## src/rtl/cpu_mem_arb_pkg.sv

```systemverilog
// Shared types for the CPU instruction/data memory arbiter.
// Source tags ride the in-order FIFO so responses find their master.
package cpu_mem_arb_pkg;

   typedef enum logic {
      SRC_INST = 1'b0,
      SRC_DATA = 1'b1
   } src_t;

   typedef struct packed {
      src_t src;
      logic wr;
   } tag_t;

endpackage

```

## src/rtl/cpu_mem_arbiter_tag_fifo.sv

```systemverilog
// In-order tag FIFO for outstanding memory requests.
// A push is accepted at full only when a pop frees a slot in the same cycle.
module arb_tag_fifo
   import cpu_mem_arb_pkg::*;
#(
   parameter int DEPTH = 4,
   localparam int PW = $clog2(DEPTH),
   localparam int CW = PW + 1
) (
   input  logic          clk,
   input  logic          reset,
   input  logic          push,
   input  tag_t          push_tag,
   input  logic          pop,
   output logic          full,
   output logic          empty,
   output tag_t          head,
   output logic [CW-1:0] count
);

   tag_t          mem_q [DEPTH];
   logic [PW-1:0] wr_q;
   logic [PW-1:0] rd_q;
   logic [CW-1:0] cnt_q;
   logic          do_push;
   logic          do_pop;

   assign full    = (cnt_q == CW'(DEPTH));
   assign empty   = (cnt_q == '0);
   assign do_pop  = pop & ~empty;
   assign do_push = push & (~full | do_pop);
   assign head    = mem_q[rd_q];
   assign count   = cnt_q;

   always_ff @(posedge clk) begin
      if (reset) begin
         wr_q  <= '0;
         rd_q  <= '0;
         cnt_q <= '0;
      end else begin
         if (do_push) wr_q <= wr_q + PW'(1);
         if (do_pop)  rd_q <= rd_q + PW'(1);
         case ({do_push, do_pop})
            2'b10:   cnt_q <= cnt_q + CW'(1);
            2'b01:   cnt_q <= cnt_q - CW'(1);
            default: cnt_q <= cnt_q;
         endcase
      end
   end

   always_ff @(posedge clk) begin
      if (do_push) mem_q[wr_q] <= push_tag;
   end

endmodule

```

## src/rtl/cpu_mem_arbiter.sv

```systemverilog
// Merges instruction and data SRAM-like channels onto one in-order memory port.
// Define CPU_MEM_ARB_RR_EN for round-robin arbitration; default is data-first.
module cpu_mem_arbiter
   import cpu_mem_arb_pkg::*;
#(
   parameter int ADDR_W      = 32,
   parameter int DATA_W      = 32,
   parameter int OUTSTANDING = 4
) (
   input  logic                clk,
   input  logic                reset,
   input  logic                inst_req,
   input  logic [ADDR_W-1:0]   inst_addr,
   output logic                inst_addr_ok,
   output logic                inst_data_ok,
   output logic [DATA_W-1:0]   inst_rdata,
   input  logic                data_req,
   input  logic                data_wr,
   input  logic [DATA_W/8-1:0] data_wstrb,
   input  logic [ADDR_W-1:0]   data_addr,
   input  logic [DATA_W-1:0]   data_wdata,
   output logic                data_addr_ok,
   output logic                data_data_ok,
   output logic [DATA_W-1:0]   data_rdata,
   output logic                mem_req,
   output logic                mem_wr,
   output logic [DATA_W/8-1:0] mem_wstrb,
   output logic [ADDR_W-1:0]   mem_addr,
   output logic [DATA_W-1:0]   mem_wdata,
   input  logic                mem_addr_ok,
   input  logic                mem_data_ok,
   input  logic [DATA_W-1:0]   mem_rdata
);

   localparam int CW = $clog2(OUTSTANDING) + 1;

   src_t          sel;
   logic          sel_req;
   logic          lock_q;
   src_t          lock_src_q;
   logic          hs;
   logic          pop_ok;
   logic          fifo_full;
   logic          fifo_empty;
   tag_t          fifo_head;
   tag_t          push_tag;
   logic [CW-1:0] unused_count;

`ifdef CPU_MEM_ARB_RR_EN
   src_t rr_q;
`endif

   always_comb begin
      sel = SRC_INST;
      if (lock_q) begin
         sel = lock_src_q;
      end else begin
`ifdef CPU_MEM_ARB_RR_EN
         if (inst_req && data_req) sel = rr_q;
         else if (data_req)        sel = SRC_DATA;
`else
         if (data_req) sel = SRC_DATA;
`endif
      end
   end

   assign sel_req = (sel == SRC_DATA) ? data_req : inst_req;
   assign pop_ok  = mem_data_ok & ~fifo_empty & ~reset;

   // A same-cycle pop frees a slot, so a full FIFO still issues then.
   assign mem_req   = sel_req & ~reset & (~fifo_full | pop_ok);
   assign hs        = mem_req & mem_addr_ok;
   assign mem_wr    = (sel == SRC_DATA) & data_wr;
   assign mem_wstrb = (sel == SRC_DATA) ? data_wstrb : '0;
   assign mem_addr  = (sel == SRC_DATA) ? data_addr : inst_addr;
   assign mem_wdata = data_wdata;

   assign inst_addr_ok = hs & (sel == SRC_INST);
   assign data_addr_ok = hs & (sel == SRC_DATA);
   assign inst_data_ok = pop_ok & (fifo_head.src == SRC_INST);
   assign data_data_ok = pop_ok & (fifo_head.src == SRC_DATA);
   assign inst_rdata   = mem_rdata;
   assign data_rdata   = mem_rdata;

   assign push_tag = '{src: sel, wr: mem_wr};

   always_ff @(posedge clk) begin
      if (reset) begin
         lock_q     <= 1'b0;
         lock_src_q <= SRC_DATA;
      end else begin
         lock_q     <= mem_req & ~mem_addr_ok;
         lock_src_q <= sel;
      end
   end

`ifdef CPU_MEM_ARB_RR_EN
   always_ff @(posedge clk) begin
      if (reset)   rr_q <= SRC_DATA;
      else if (hs) rr_q <= (sel == SRC_DATA) ? SRC_INST : SRC_DATA;
   end
`endif

   arb_tag_fifo #(
      .DEPTH (OUTSTANDING)
   ) u_tag_fifo (
      .clk      (clk),
      .reset    (reset),
      .push     (hs),
      .push_tag (push_tag),
      .pop      (pop_ok),
      .full     (fifo_full),
      .empty    (fifo_empty),
      .head     (fifo_head),
      .count    (unused_count)
   );

endmodule

```

## config.mk

```make
export PLATFORM = sky130hd
export DESIGN_NAME = cpu_mem_arbiter
export DESIGN_NICKNAME = d
export VERILOG_FILES = /design/src/rtl/cpu_mem_arb_pkg.sv /design/src/rtl/cpu_mem_arbiter_tag_fifo.sv /design/src/rtl/cpu_mem_arbiter.sv
export SDC_FILE = /design/constraint.sdc
export NUM_CORES = 1
export LEC_CHECK = 0
export ABC_AREA = 1
export CAP_MARGIN = 20
export CORE_AREA = 4 4 104 106
export DETAILED_ROUTE_END_ITERATION = 8
export DIE_AREA = 0 0 108 110
export PLACE_DENSITY = 0.7
export SLEW_MARGIN = 20
export SYNTH_ARGS = -nofsm -noshare
export SYNTH_HDL_FRONTEND = slang
export SYNTH_HIERARCHICAL = 1
export SYNTH_SLANG_ARGS = --single-unit
```

## constraint.sdc

```tcl
create_clock -name clk -period 2.8 [get_ports clk]
set_input_delay 0.56 -clock clk [delete_from_list [all_inputs] [get_ports clk]]
set_output_delay 0.56 -clock clk [all_outputs]
set_load 0.02 [all_outputs]
```

==> impl_metrics.toml, run 1 <==
[global_route]
antenna_found_initial = 0
first_global_vias = 1708
grtUsageTotal = 0.0840
grt_pass1_wl_mm = 8.06
grt_max_degree = 32
gr-total-overflow = 0

[timing]
timing.fmax_ghz = 0.388
hold_viol_final = 0
timing.final.crit_share = 0.919
worst_slew_pin_slew_ns = 0.258
setup_viol = 0
fin_skew_ns = 0.00174
rsz0062_at_grt = "no"
finalWorstSetupSlack_ns = 0.226
post-route-min-period_ns = 2.57
slew_viol_final = 0
slew_headroom = 0.829

[drt]
ant_nets = 0
drt_iter0_markers = 106
viasPerCell = 3.81
drt-total-wl_mm = 5.91
first_pass_iters = 4
drc = 0
via_count = 1825
wl_per_cell_um = 12.3

[final_layout]
antenna_cells = 0
area_delta_synth_final_pct = 35.5
finish.utilization = 0.276
nets = 492
stdcell_count = 479
drive_above_1_share = 0.0751

[cts]
path_clk_slew_ns = 0.06
cts_tree = "yes"
htreeDepth = 1
cts_buffer_depth = 2
cts_root_buf = "clkbuf_8"
cts_made_buffers = 3
cts.sinks = 15
clock_latency_ns = 0.25

[floorplan]
core_area_um2 = 9770
io_pins = 277
die_area_um2 = 11900
rows = 36
initial_utilization = 0.203
die_w_um = 108
fp.dieH_um = 110

[worst_setup_path]
end_kind = "primary output"
critPathKind = "in2out"
cp.arrival_ns = 2.01
crit_path_start_kind = "input port"
crit_required_ns = 2.24
r2r.worst_path.cells = 19
crit_fanout = 3

[place]
dp_cells = 475
pre_cts_ws_ns = -0.0696
gp_congestion = 0.727
io_buffer_count = 116
dp_hpwl_mm = 4.94

[power]
ir_worst_vdd_v = 0.000114
p_seq_frac = 0.274
leakage_nw = 1.47
power_switching_uw = 323
swShare = 0.364
p_clk_frac = 0.194
p_per_area_nw_per_um2 = 329
share_comb_of_total_power = 0.533
p_int_uw = 564

[min_path]
hold_path.class = "reg2reg"
whs_path_depth = 2

[yosys]
yosys_warnings = 6
synth_nets = 465
synth_area_per_cell_um2 = 6.21
synthCells = 320
post_synth_instance_area_um2 = 1990

[run_status]
status = "finished, final reports clean"

[job]
cap_viol_max_count = 0
[power by group through the flow]
stage          logic (mW)  clock network, mW  registers (mW)
2_1_floorplan       0.428                  0           0.245
3_3_place_gp        0.502                  0           0.246
3_5_place_dp        0.509                  0           0.247
4_1_cts             0.482              0.179           0.242
5_1_grt             0.515              0.193           0.244
6_report            0.472              0.172           0.243
[path summary, 6_finish.rpt]
check	end	startpoint	slack, ns
min	u_tag_fifo/rd_q[1]	u_tag_fifo/rd_q[1]	0.49
max reg2reg	u_tag_fifo/count[2]	u_tag_fifo/count[1]	0.49
max	inst_addr_ok	reset	0.23
min reg2reg	u_tag_fifo/rd_q[1]	u_tag_fifo/rd_q[1]	0.49
[routing by layer]
metal,share of wire,global-route usage,routed length (µm)
met5,0,0,0
met4,0.053,0.0559,313
met3,0.12,0.0332,690
met2,0.46,0.135,2710
met1,0.37,0.0922,2200
[what timing repair did]
action | in CTS | in global routing
hold buffers | 0 | 0
endpoints found under the setup margin | 28 | 16
setup buffers | 0 | 0
resized for setup | 25 | 16
[placed cells by master (no fill, tap or decap), drive strengths merged, types with 5 or more instances in the layout]
master / instances
o21ai: 5
dlygate4sd2: 24
a21oi: 5
nand3: 8
buf: 9
inv: 32
nor2: 25
nand2: 117
dfxtp: 11
clkdlybuf4s50: 76
dlymetal6s2s: 16
ha: 5
[per-stage QoR]
stage / hold WS, ns / cell area (µm²) / setup TNS (ns) / power [mW]
finish: 0.495 / 2690 / 0 / 0.887
global route: 0.538 / 2690 / 0 / 0.952
CTS: 0.499 / 2650 / 0 / 0.904
detailed placement: 0.490 / 2630 / -1.07 / 0.756
global placement: 0.478 / 2630 / -1.08 / 0.748
floorplan: 0.461 / 1990 / 0 / 0.673
[worst max-delay path, stage by stage]
cell	delay [ns]
clkdlybuf4s50_1	0.43
or2_2	0.30
nand2_1	0.12
nand3_1	0.14
nor2_1	0.11
dlygate4sd2_1	0.34
[layout make-up]
type	instances	area, µm²
fillers	1084	7080
repair buffers	125	1270
multi-input cells	170	753
flip-flops and latches	15	340
well taps	133	166
inverters	32	120
clock buffers	3	41.3
clock inverters	1	5.00
No activity file was read; power rests on OpenSTA's default activity.
==> inputs of run 2 (changes only) <==
- CAP_MARGIN: 20 -> unset
==> results of run 2 <==
The final DEF is identical to that of run 1; final timing and power are the same.
